[src/rtl/panel_peaton.sv]
// ============================================================================
//  Module      : panel_peaton
//  Description : Pedestrian panel: debounced request button plus walk,
//                don't-walk, flashing-warning and wait lamps that follow the
//                crossing controller's red/amber/green lamps.
//  Revision    : 1.0 - initial release
// ============================================================================
`default_nettype none

module panel_peaton #(
    parameter int N_ANTIRREBOTE    = 4,
    parameter int T_CRUCE          = 11,
    parameter int T_AVISO          = 4,
    parameter int T_MEDIO_PARPADEO = 2
) (
    input  logic clk,
    input  logic rst,
    input  logic boton_raw,
    input  logic rojo,
    input  logic amarillo,
    input  logic verde,
    output logic pulsador,
    output logic espera,
    output logic camine,
    output logic no_camine,
    output logic falla
);

    localparam int c_W_DEB = $clog2(N_ANTIRREBOTE + 1);
    localparam int c_W_CNT = $clog2(T_CRUCE + 1);
    localparam int c_W_BLK = $clog2(T_MEDIO_PARPADEO + 1);

    localparam logic [c_W_DEB-1:0] c_DEB_MAX   = c_W_DEB'(N_ANTIRREBOTE - 1);
    localparam logic [c_W_CNT-1:0] c_CNT_MAX   = c_W_CNT'(T_CRUCE);
    // Compared against the pre-increment count, so AVISO starts when cnt reaches T_CRUCE-T_AVISO
    localparam logic [c_W_CNT-1:0] c_AVISO_IDX = c_W_CNT'(T_CRUCE - T_AVISO - 1);
    localparam logic [c_W_BLK-1:0] c_BLK_MAX   = c_W_BLK'(T_MEDIO_PARPADEO - 1);

    typedef enum logic [1:0] {
        REPOSO = 2'd0,
        ESPERA = 2'd1,
        CRUCE  = 2'd2,
        AVISO  = 2'd3
    } state_t;

    logic               r_sync1;
    logic               r_sync2;
    logic               r_estable;
    logic               r_estable_d;
    logic [c_W_DEB-1:0] r_deb_cnt;
    logic               r_rojo_d;

    state_t             r_state;
    logic [c_W_CNT-1:0] r_cnt;
    logic [c_W_BLK-1:0] r_blk;
    logic               r_pulsador;
    logic               r_espera;
    logic               r_camine;
    logic               r_no_camine;
    logic               r_falla;

    state_t             w_state_nx;
    logic [c_W_CNT-1:0] w_cnt_nx;
    logic [c_W_BLK-1:0] w_blk_nx;
    logic               w_pulsador_nx;
    logic               w_espera_nx;
    logic               w_camine_nx;
    logic               w_no_camine_nx;

    logic               w_press;
    logic               w_rojo_sube;
    logic               w_legal;
    logic [c_W_CNT-1:0] w_cnt_inc;

    // Synchroniser and debouncer
    always_ff @(posedge clk) begin
        if (rst) begin
            r_sync1     <= 1'b0;
            r_sync2     <= 1'b0;
            r_estable   <= 1'b0;
            r_estable_d <= 1'b0;
            r_deb_cnt   <= '0;
            r_rojo_d    <= 1'b0;
        end else begin
            r_sync1     <= boton_raw;
            r_sync2     <= r_sync1;
            r_estable_d <= r_estable;
            r_rojo_d    <= rojo;
            if (r_sync2 != r_estable) begin
                if (r_deb_cnt == c_DEB_MAX) begin
                    r_estable <= r_sync2;
                    r_deb_cnt <= '0;
                end else begin
                    r_deb_cnt <= r_deb_cnt + 1'b1;
                end
            end else begin
                r_deb_cnt <= '0;
            end
        end
    end

    assign w_press     = r_estable & ~r_estable_d;
    assign w_rojo_sube = rojo & ~r_rojo_d;
    assign w_legal     = ( rojo & ~amarillo & ~verde) |
                         (~rojo &  amarillo & ~verde) |
                         (~rojo & ~amarillo &  verde);
    assign w_cnt_inc   = (r_cnt == c_CNT_MAX) ? r_cnt : r_cnt + 1'b1;

    always_comb begin
        w_state_nx     = r_state;
        w_cnt_nx       = r_cnt;
        w_blk_nx       = r_blk;
        w_pulsador_nx  = 1'b0;
        w_espera_nx    = r_espera;
        w_camine_nx    = 1'b0;
        w_no_camine_nx = 1'b1;

        case (r_state)
            REPOSO: begin
                if (w_rojo_sube) begin
                    w_state_nx     = CRUCE;
                    w_cnt_nx       = '0;
                    w_espera_nx    = 1'b0;
                    w_camine_nx    = 1'b1;
                    w_no_camine_nx = 1'b0;
                end else if (w_press) begin
                    w_state_nx    = ESPERA;
                    w_pulsador_nx = 1'b1;
                    w_espera_nx   = 1'b1;
                end
            end
            ESPERA: begin
                if (w_rojo_sube) begin
                    w_state_nx     = CRUCE;
                    w_cnt_nx       = '0;
                    w_espera_nx    = 1'b0;
                    w_camine_nx    = 1'b1;
                    w_no_camine_nx = 1'b0;
                end
            end
            CRUCE: begin
                if (!rojo) begin
                    w_state_nx = REPOSO;
                end else begin
                    w_cnt_nx       = w_cnt_inc;
                    w_camine_nx    = 1'b1;
                    w_no_camine_nx = 1'b0;
                    if (r_cnt == c_AVISO_IDX) begin
                        w_state_nx = AVISO;
                        w_blk_nx   = '0;
                    end
                end
            end
            AVISO: begin
                if (!rojo) begin
                    w_state_nx = REPOSO;
                end else begin
                    w_cnt_nx       = w_cnt_inc;
                    w_no_camine_nx = 1'b0;
                    if (r_blk == c_BLK_MAX) begin
                        w_blk_nx    = '0;
                        w_camine_nx = ~r_camine;
                    end else begin
                        w_blk_nx    = r_blk + 1'b1;
                        w_camine_nx = r_camine;
                    end
                end
            end
            default: w_state_nx = REPOSO;
        endcase

        // An illegal lamp pattern blanks the walk lamp; a request pulse may still go out
        if (!w_legal) begin
            w_state_nx     = REPOSO;
            w_cnt_nx       = '0;
            w_espera_nx    = r_espera;
            w_camine_nx    = 1'b0;
            w_no_camine_nx = 1'b1;
        end
    end

    always_ff @(posedge clk) begin
        if (rst) begin
            r_state     <= REPOSO;
            r_cnt       <= '0;
            r_blk       <= '0;
            r_pulsador  <= 1'b0;
            r_espera    <= 1'b0;
            r_camine    <= 1'b0;
            r_no_camine <= 1'b1;
            r_falla     <= 1'b0;
        end else begin
            r_state     <= w_state_nx;
            r_cnt       <= w_cnt_nx;
            r_blk       <= w_blk_nx;
            r_pulsador  <= w_pulsador_nx;
            r_espera    <= w_espera_nx;
            r_camine    <= w_camine_nx;
            r_no_camine <= w_no_camine_nx;
            r_falla     <= ~w_legal;
        end
    end

    assign pulsador  = r_pulsador;
    assign espera    = r_espera;
    assign camine    = r_camine;
    assign no_camine = r_no_camine;
    assign falla     = r_falla;

endmodule

`default_nettype wire
[config.mk]
export PLATFORM = sky130hd
export DESIGN_NAME = panel_peaton
export DESIGN_NICKNAME = d
export VERILOG_FILES = /design/src/rtl/panel_peaton.sv
export SDC_FILE = /design/constraint.sdc
export NUM_CORES = 1
export LEC_CHECK = 0
export CAP_MARGIN = 15
export CORE_MARGIN = 2
export CORE_UTILIZATION = 43
export CTS_BUF_LIST = sky130_fd_sc_hd__clkbuf_4
export CTS_CLUSTER_SIZE = 12
export DETAILED_ROUTE_END_ITERATION = 8
export SLEW_MARGIN = 20
export SYNTH_ARGS = -nofsm -noshare
export SYNTH_HDL_FRONTEND = slang
export SYNTH_SLANG_ARGS = --single-unit
[constraint.sdc]
create_clock -name clk -period 2.54 [get_ports clk]
set_input_delay 0.381 -clock clk [delete_from_list [all_inputs] [get_ports clk]]
set_output_delay 0.381 -clock clk [all_outputs]
set_load 0.01 [all_outputs]
# Word level (Yosys, flattened, before mapping)
# Cells that the tools add are included.
[totals]
reg_bits = 21
in_bits = 6
out_inout_bits = 5
word_cells = 97
[op_classes]
add_sub_neg = 3
eq_ne = 19
mux = 29
bitwise = 19
reduce_logical = 13
[op_table]
columns = ["op", "count"]
rows = [
  ["$mux W2", 10],
  ["$mux W4", 3],
  ["$ne A2 B2 Y1 const B", 6],
  ["$reduce_and A4 Y1", 3],
  ["$mux W1", 10],
  ["$ne A3 B3 Y1 const B", 3],
  ["$not A1 Y1", 9],
  ["$and A1 B1 Y1", 8],
  ["$pmux W2 S4", 1],
  ["$pmux W4 S2", 1],
  ["$reduce_or A2 Y1", 3],
  ["$reduce_or A3 Y1", 2],
  ["$add A4 B1 Y4 const B", 1],
  ["$eq A2 B1 Y1 const B", 2],
  ["$eq A2 B2 Y1 const B", 2],
  ["$eq A4 B3 Y1 const B", 1],
  ["$eq A4 B4 Y1 const B", 1],
  ["$ne A2 B1 Y1 const B", 2],
  ["$pmux W1 S2", 2],
  ["$pmux W2 S2", 1],
  ["$reduce_bool A2 Y1", 2],
  ["$add A3 B1 Y3 const B", 1],
  ["$eq A3 B2 Y1 const B", 1],
  ["$pmux W1 S3", 1],
  ["other kinds (6)", 7],
]

# Longest topological paths before layout
# Gate-level depths: netlist of run 1.
[depth]
word_depth = 7
depth_mapped = 6
mapped_depth_nobuf = 6

# Least setup slack after synthesis of run 1
# No wires, ideal clock.
[synth_path]
kind = "register -> register"
start = "register r_state[0]"
end = "register r_state[0]"
setup_time_ps = 88
arrival_time_ps = 1291
t_required_ps = 2452
path_slack_ps = 1161
stages_incl_launch_ff = 4
path_buffers = 0
synth_period_minus_slack_ps = 1379
cell_sequence = "dfxtp_1 or3b_1 or3_4 a311oi_2"
[synth_via]
elab_chain_cells = 3
word_cells_on_any_way = 10
classes_between = "eq/ne (7); mux (1); reduce/logical (2)"
[synth_lines]
columns = ["item", "line", "source"]
rows = [
  ["start, declared", "53", "state_t r_state;"],
  ["start signal, assigned", "193", "r_state <= w_state_nx;"],
  ["$eq A2 B2 Y1, or another cell as far along", "118", "case (r_state)"],
  ["$ne A3 B3 Y1 (no source line) or $ne A2 B2 Y1 (tied branches)", "n/a", ""],
  ["$reduce_and A4 Y1 (no source line)", "n/a", ""],
]
# Several ways; a longest one is shown, not always the timed one.
# A chain may end at the register's enable or synchronous reset.

# Worst setup path in the final report of run 1
[layout_path]
start = "register r_camine (netlist: camine)"
end = "output port camine"
[layout_lines]
columns = ["item", "line", "source"]
rows = [
  ["start, declared", "58", "logic r_camine;"],
  ["start signal, assigned", "198", "r_camine <= w_camine_nx;"],
  ["end, declared", "24", "output logic camine,"],
]
# No word-level cell between the ends.

==> flow_results.xml, run 1 <==
<?xml version="1.0" encoding="UTF-8"?>
<metrics>
  <group name="global_route">
    <metric name="grt_start_max_net_pins" unit="">16</metric>
    <metric name="wire_length_of_the_first_global_routing_pass" unit="um">2628</metric>
    <metric name="antenna_violations_before_repair" unit="">0</metric>
    <metric name="grtUsageTotal" unit="%">13.60</metric>
    <metric name="grt_overflow" unit="">0</metric>
    <metric name="vias_in_the_first_global_route" unit="">626</metric>
  </group>
  <group name="setup_path">
    <metric name="setup.reg_to_reg.worst_slack" unit="ps">1060</metric>
    <metric name="worstRegToRegCells" unit="">3</metric>
    <metric name="worst-path-max-fanout" unit="">3</metric>
    <metric name="start_kind" unit="">register</metric>
    <metric name="critical_path_required" unit="ps">2160</metric>
    <metric name="worstReg2RegStart" unit="">r_state[0]</metric>
    <metric name="critical_path.reg2reg.endpoint" unit="">r_state[0]</metric>
    <metric name="setup.worst_path.class" unit="">reg2out</metric>
    <metric name="path_delay_family" unit="">buffers and inverters</metric>
    <metric name="critPathCaptureType" unit="">primary output</metric>
    <metric name="worstPathBufferInverterCount" unit="">1</metric>
    <metric name="crit_path_max_incr_delay" unit="ps">540</metric>
    <metric name="crit_slowest_cell" unit="">clkdlybuf4s50_1</metric>
    <metric name="worstSetupEndpoint" unit="">camine</metric>
    <metric name="worstSetupPathDepth" unit="">1</metric>
    <metric name="crit_path_launch" unit="">camine</metric>
    <metric name="cp_data_arrival_time" unit="ps">1220</metric>
    <metric name="timing.critical_path.cells" unit="">clkdlybuf4s50_1</metric>
  </group>
  <group name="final_layout">
    <metric name="final_nets" unit="">122</metric>
    <metric name="total_inserted_antenna_cells" unit="">0</metric>
    <metric name="area_growth" unit="%">17.46</metric>
    <metric name="fraction_of_final_layout_cells_sized_beyond_drive_strength_1" unit="%">8.108</metric>
    <metric name="multiInputGateArea" unit="sq um">459.2</metric>
    <metric name="sequential_cell_area" unit="sq um">420.4</metric>
    <metric name="layout.filler_cells" unit="">175</metric>
  </group>
  <group name="min_path">
    <metric name="timing.hold.worst.class" unit="">reg2reg</metric>
  </group>
  <group name="sta">
    <metric name="post-route-min-period" unit="ps">1599</metric>
    <metric name="maxSlewViolCount" unit="">0</metric>
    <metric name="min_period_over_period" unit="%">62.97</metric>
    <metric name="setup_total_negative_slack" unit="ps">0</metric>
    <metric name="final-setup-viol-count" unit="">0</metric>
    <metric name="hold_slack" unit="ps">432.7</metric>
    <metric name="worst_slew_margin_rel" unit="%">68.48</metric>
    <metric name="grt_setup_unrepaired" unit="">false</metric>
    <metric name="timing_hold_violations_final" unit="">0</metric>
    <metric name="timing_worst_slew_pin_value" unit="ps">471.4</metric>
    <metric name="clock-skew-final" unit="ps">4.958</metric>
    <metric name="fmaxAchievable" unit="MHz">625.2</metric>
  </group>
  <group name="detailed_routing">
    <metric name="drc" unit="">0</metric>
    <metric name="routed_wl" unit="um">1407</metric>
    <metric name="detail-route-antenna-nets" unit="">0</metric>
    <metric name="detailedRoute.firstIterationViolations" unit="">5</metric>
    <metric name="routed_wire_length_per_instance" unit="um">10.20</metric>
    <metric name="vias" unit="">657</metric>
    <metric name="firstDrtPassIters" unit="">4</metric>
    <metric name="vias_per_cell" unit="">4.761</metric>
  </group>
  <group name="pwr">
    <metric name="vdd_ir_drop_max" unit="V">0.0004084</metric>
    <metric name="static-leakage-power" unit="nW">0.3927</metric>
    <metric name="powerDensity" unit="mW/mm^2">515.3</metric>
    <metric name="p_total" unit="mW">0.5551</metric>
  </group>
  <group name="synth">
    <metric name="synthesis.area_per_instance" unit="sq um">9.264</metric>
    <metric name="yosys_warnings" unit="">0</metric>
    <metric name="synth_largest_area_cell" unit="">dfxtp_1</metric>
    <metric name="postSynthCellCount" unit="">99</metric>
    <metric name="synth.ff_latch_count" unit="">21</metric>
    <metric name="post_synth_num_cell_types" unit="">33</metric>
    <metric name="synth_sequential_area_ratio" unit="%">45.84</metric>
    <metric name="postSynthNetCount" unit="">109</metric>
    <metric name="ys_top_cells_by_area" unit="">dfxtp_1 (46%), nor2_1 (5.7%), ha_1 (5.5%)</metric>
    <metric name="synth_top_area_share" unit="%">45.84</metric>
    <metric name="netlist_area" unit="sq um">917.1</metric>
  </group>
  <group name="floorplan">
    <metric name="die-height" unit="um">50.18</metric>
    <metric name="rows" unit="">16</metric>
    <metric name="ios" unit="">11</metric>
    <metric name="design.core.area" unit="sq mm">0.001982</metric>
    <metric name="initial_utilization" unit="%">46.28</metric>
    <metric name="dieArea" unit="sq mm">0.002518</metric>
    <metric name="die_x_extent" unit="um">50.18</metric>
  </group>
  <group name="cts">
    <metric name="htreeDepth" unit="">1</metric>
    <metric name="post_cts_hold_buffer_count" unit="">0</metric>
    <metric name="clkSlewWorstSetupHoldPaths" unit="ps">110</metric>
    <metric name="clk_root_buffer_cell" unit="">clkbuf_4</metric>
    <metric name="clkSinkCount" unit="">21</metric>
    <metric name="cts_setup_buffers" unit="">0</metric>
    <metric name="cts_tree" unit="">built</metric>
    <metric name="cts_repair_resize_count" unit="">0</metric>
    <metric name="clock_tree.buffer_depth" unit="">2</metric>
    <metric name="number_of_cts_inserted_buffers" unit="">3</metric>
    <metric name="later_pin_clock_latency_in_the_skew_report" unit="ps">300</metric>
  </group>
  <group name="placed_design">
    <metric name="post-dp-hpwl" unit="um">1063</metric>
    <metric name="number_of_i_o_port_buffers" unit="">10</metric>
    <metric name="final_estimated_routing_congestion_in_global_placement" unit="">0.7977</metric>
  </group>
  <group name="run">
    <metric name="drv.max_cap_violation_count" unit="">0</metric>
  </group>
  <group name="outcome">
    <metric name="status" unit="">finished clean</metric>
  </group>
</metrics>
## how the worst min path moves through the flow
stage                      start            to  slack [ps]  depth (start not counted)
floorplan           r_deb_cnt[0]  r_deb_cnt[0]         400                          1
global placement    r_deb_cnt[0]  r_deb_cnt[0]         410                          1
detailed placement      r_blk[1]      r_blk[1]         420                          2
CTS                     r_blk[1]      r_blk[1]         440                          2
global route            r_blk[1]      r_blk[1]         460                          2
finish                  r_blk[1]      r_blk[1]         430                          2
## layer usage
layer / up-vias / track usage (%) / part of all wire (%)
met2: 15 / 19.52 / 39
met4: 0 / 6.944 / 1.2
li1: 358 / - / -
met1: 282 / 19.14 / 56
met3: 2 / 2.679 / 4.1
met5: - / 0 / 0
## cell families (layout without fill, tap and decap cells)
| family | Yosys count | count (layout) | share of synthesized area, % |
|---|---|---|---|
| AO/OA/AOI/OAI | 15 | 15 | 11.60 |
| XOR/XNOR | 5 | 5 | 4.776 |
| adder cells (fa/ha/maj) | 4 | 4 | 5.457 |
| buffers and inverters | 10 | 22 | 4.093 |
| flip-flops | 21 | 21 | 45.84 |
| multiplexers | 3 | 3 | 3.411 |
| AND/OR/NAND/NOR | 41 | 41 | 24.83 |
## sequential cells by signal (all words and copies together), names as in the netlist, 2 cells and up
name	cells
r_blk	2
r_cnt	4
r_deb_cnt	3
r_state	2
## where the power goes
part | switching (mW) | internal (mW)
Clock | 0.101 | 0.0600
Sequential | 0.00506 | 0.337
Combinational | 0.0254 | 0.0273
Total | 0.131 | 0.424
## final cells by class
class | count | area share, %
tap | 27 | 3.136
sequential | 21 | 39.02
multi-input combinational | 68 | 42.62
timing repair buffer | 11 | 9.988
clock inverter | 1 | 0.6969
clock buffer | 3 | 2.091
inverter | 7 | 2.439
## cells in the final DEF (no fill, tap or decap), types with 2 or more instances in the layout
cell type / instances
mux2i_1: 2
inv_1: 7
dfxtp_1: 21
nor2b_1: 6
nor2_1: 14
and3_1: 2
o21ai_0: 2
xnor2_1: 3
nand2b_1: 5
nand3_1: 4
xor2_1: 2
clkbuf_4: 3
a21oi_1: 5
clkdlybuf4s50_1: 10
ha_1: 4
## cells in the mapped netlist (all sizes together)
cell type	number
nand2b	5
nand2	1
nor2	14
inv	7
mux2i	2
xnor2	3
a21oi	5
and3	2
or2	1
dfxtp	21
o41ai	1
clkbuf	3
mux2	1
a21o	1
or3b	1
nand4b	1
o211ai	1
nor3b	1
and2	1
and3b	1
nand3	4
xor2	2
a311oi	2
ha	4
or3	2
nor2b	6
a211o	1
o21bai	1
o31ai	1
o21ai	2
nand4	1
## per-stage QoR
| stage | utilization [%] | worst slack (ps) | cell area (sq um) | std cells |
|---|---|---|---|---|
| floorplan | - | 1161 | 917.1 | 99 |
| global placement | 52.84 | 761.8 | 1047 | 134 |
| detailed placement | 52.84 | 735.0 | 1047 | 134 |
| CTS | 54.36 | 930.9 | 1077 | 138 |
| global route | 54.36 | 894.6 | 1077 | 138 |
| finish | 54.36 | 940.6 | 1077 | 138 |
Note: power is estimated with default switching activity, not from simulation.
==> run 2: changes to the inputs <==
==> constraint.sdc (replaced) <==
create_clock -name clk -period 1.55 [get_ports clk]
set_input_delay 0.2325 -clock clk [delete_from_list [all_inputs] [get_ports clk]]
set_output_delay 0.2325 -clock clk [all_outputs]
set_load 0.01 [all_outputs]
==> run 2 against run 1 <==
- clock-buffer cell count unchanged
- highest routed layer is now met3
- routed wire length increased by 8.0%
- utilization increased by 1.8 points
- critical path type is now reg2reg
- global-route usage increased by 0.41 points
- worst hold slack got worse by 2.8 ps
- power increased by 64%
- critical endpoint is now r_state[0]
==> flow_results.xml, run 2 (synthesis results as in run 1) <==
<?xml version="1.0" encoding="UTF-8"?>
<metrics>
  <group name="outcome">
    <metric name="status" unit="">finished clean</metric>
  </group>
  <group name="setup_path">
    <metric name="timing.critical_path.cells" unit="">or3b_1 -&gt; or3_4 -&gt; a311oi_2</metric>
    <metric name="cp_data_arrival_time" unit="ps">1700</metric>
    <metric name="critical_path_required" unit="ps">1770</metric>
    <metric name="start_kind" unit="">register</metric>
    <metric name="worstPathBufferInverterCount" unit="">0</metric>
    <metric name="path_delay_family" unit="">simple AND/OR/NAND/NOR gates</metric>
    <metric name="critPathCaptureType" unit="">register</metric>
    <metric name="crit_slowest_cell" unit="">dfxtp_1</metric>
    <metric name="crit_path_max_incr_delay" unit="ps">400</metric>
    <metric name="critical_path.reg2reg.endpoint" unit="">r_state[0]</metric>
    <metric name="worstReg2RegStart" unit="">r_estable</metric>
    <metric name="setup.worst_path.class" unit="">reg2reg</metric>
    <metric name="setup.reg_to_reg.worst_slack" unit="ps">70</metric>
    <metric name="worst-path-max-fanout" unit="">4</metric>
    <metric name="worstRegToRegCells" unit="">3</metric>
  </group>
  <group name="final_layout">
    <metric name="fraction_of_final_layout_cells_sized_beyond_drive_strength_1" unit="%">12.07</metric>
    <metric name="largestRegisters" unit="">r_cnt x4, r_deb_cnt x3</metric>
    <metric name="layout.cells.most_common" unit="">dfxtp_1</metric>
    <metric name="final_cell_mix" unit="">dfxtp_1 (21), nor2_1 (14), clkdlybuf4s50_1 (10), inv_1 (7)</metric>
    <metric name="largest_reg_flops" unit="">4</metric>
    <metric name="regMostFlops" unit="">r_cnt</metric>
    <metric name="final_nets" unit="">127</metric>
    <metric name="total_inserted_antenna_cells" unit="">0</metric>
    <metric name="layout.filler_cells" unit="">182</metric>
    <metric name="sequential_cell_area" unit="sq um">420.4</metric>
    <metric name="area_growth" unit="%">21.28</metric>
    <metric name="multiInputGateArea" unit="sq um">459.2</metric>
    <metric name="layout.cell_area.non_filler" unit="sq mm">0.001112</metric>
  </group>
  <group name="sta">
    <metric name="fmaxAchievable" unit="MHz">674.9</metric>
    <metric name="post-route-min-period" unit="ps">1482</metric>
    <metric name="worst_slew_margin_rel" unit="%">73.09</metric>
    <metric name="min_period_over_period" unit="%">95.60</metric>
    <metric name="timing_hold_violations_final" unit="">0</metric>
    <metric name="maxSlewViolCount" unit="">0</metric>
    <metric name="grt_setup_unrepaired" unit="">false</metric>
    <metric name="final-setup-viol-count" unit="">0</metric>
    <metric name="postLayoutSetupSlackWorst" unit="ps">68.20</metric>
    <metric name="timing_worst_slew_pin_value" unit="ps">403.2</metric>
    <metric name="clock-skew-final" unit="ps">1.666</metric>
  </group>
  <group name="cts">
    <metric name="later_pin_clock_latency_in_the_skew_report" unit="ps">290</metric>
    <metric name="number_of_cts_inserted_buffers" unit="">3</metric>
    <metric name="htreeDepth" unit="">1</metric>
    <metric name="clkSlewWorstSetupHoldPaths" unit="ps">110</metric>
    <metric name="clock_tree.buffer_depth" unit="">2</metric>
    <metric name="clkSinkCount" unit="">21</metric>
    <metric name="cts_tree" unit="">built</metric>
    <metric name="cts_repair_resize_count" unit="">0</metric>
    <metric name="post_cts_hold_buffer_count" unit="">0</metric>
    <metric name="cts_setup_buffers" unit="">0</metric>
    <metric name="clk_root_buffer_cell" unit="">clkbuf_4</metric>
  </group>
  <group name="detailed_routing">
    <metric name="routed_wire_length_per_instance" unit="um">10.62</metric>
    <metric name="routed_wl" unit="um">1519</metric>
    <metric name="firstDrtPassIters" unit="">4</metric>
    <metric name="detailedRoute.firstIterationViolations" unit="">8</metric>
    <metric name="drc" unit="">0</metric>
    <metric name="vias" unit="">694</metric>
    <metric name="vias_per_cell" unit="">4.853</metric>
    <metric name="detail-route-antenna-nets" unit="">0</metric>
  </group>
  <group name="floorplan">
    <metric name="design.core.area" unit="sq mm">0.001982</metric>
    <metric name="rows" unit="">16</metric>
    <metric name="ios" unit="">11</metric>
    <metric name="dieArea" unit="sq mm">0.002518</metric>
    <metric name="die_x_extent" unit="um">50.18</metric>
    <metric name="initial_utilization" unit="%">46.28</metric>
    <metric name="die-height" unit="um">50.18</metric>
  </group>
  <group name="global_route">
    <metric name="grt_use_met3" unit="%">2.679</metric>
    <metric name="grt-busiest-layer" unit="">met2</metric>
    <metric name="vias_in_the_first_global_route" unit="">678</metric>
    <metric name="grt_overflow" unit="">0</metric>
    <metric name="grtUsageTotal" unit="%">14.02</metric>
    <metric name="met1_track_utilization_from_global_routing" unit="%">18.91</metric>
    <metric name="grt_start_max_net_pins" unit="">14</metric>
    <metric name="antenna_violations_before_repair" unit="">0</metric>
    <metric name="wire_length_of_the_first_global_routing_pass" unit="um">2780</metric>
    <metric name="grt_util_met2" unit="%">22.59</metric>
  </group>
  <group name="min_path">
    <metric name="hold_start" unit="">r_deb_cnt[0]</metric>
    <metric name="timing.hold.worst_endpoint" unit="">r_deb_cnt[0]</metric>
    <metric name="timing.hold.worst.class" unit="">reg2reg</metric>
    <metric name="hold-path-cell-count" unit="">1</metric>
  </group>
  <group name="pwr">
    <metric name="static-leakage-power" unit="nW">0.4214</metric>
    <metric name="vdd_ir_drop_max" unit="V">0.0005757</metric>
    <metric name="powerDensity" unit="mW/mm^2">817.1</metric>
  </group>
  <group name="placed_design">
    <metric name="pre_cts_slack" unit="ps">-58.92</metric>
    <metric name="final_estimated_routing_congestion_in_global_placement" unit="">0.7804</metric>
    <metric name="post_place_instance_area" unit="sq mm">0.001085</metric>
    <metric name="number_of_i_o_port_buffers" unit="">10</metric>
    <metric name="post-dp-hpwl" unit="um">1174</metric>
  </group>
  <group name="run">
    <metric name="drv.max_cap_violation_count" unit="">0</metric>
  </group>
</metrics>
[run 2: worst max path at each step]
stage                          start         end  depth (start not counted)
final                      r_estable  r_state[0]                          3
after global routing       r_estable  r_state[0]                          3
after CTS                  r_estable  r_state[0]                          3
after detailed placement        rojo  r_state[0]                          5
after global placement          rojo  r_state[0]                          5
after floorplan           r_state[0]  r_state[0]                          3
[run 2: cell type report]
cell class	instances	share of cell area (%)
clock buffer	3	2.025
clock inverter	1	0.4499
inverter	7	2.362
multi-input combinational	68	41.28
sequential	21	37.80
tap	27	3.037
timing repair buffer	16	13.05
[run 2: power by group]
group          switching (mW)  total [mW]  internal (mW)  leakage [nW]
logic                  0.0438      0.0962         0.0524         0.233
registers             0.00855       0.560          0.552         0.171
clock network           0.156       0.252         0.0960        0.0177
[run 2: metrics by stage]
step	total power, mW	utilization [%]	TNS [ps]	cells	hold slack [ps]
floorplan	0.6220	-	0	99	333.0
global placement	0.6679	54.73	-61.22	139	410.1
detailed placement	0.6695	54.73	-97.39	139	412.2
CTS	0.9234	56.12	0	143	429.5
global route	0.9620	56.12	0	143	453.8
finish	0.9089	56.12	0	143	430.0
[run 2: layer usage]
layer	vias up	routed length (um)
li1	367	-
met1	316	804
met2	11	656
met3	0	58
met4	0	0
met5	-	0
[run 2: worst reg2reg max path: cells and delay by family (launching register included)]
family / cells / cell delay (ps)
flip-flops: 1 / 400
AND/OR/NAND/NOR: 2 / 770
AO/OA/AOI/OAI: 1 / 230
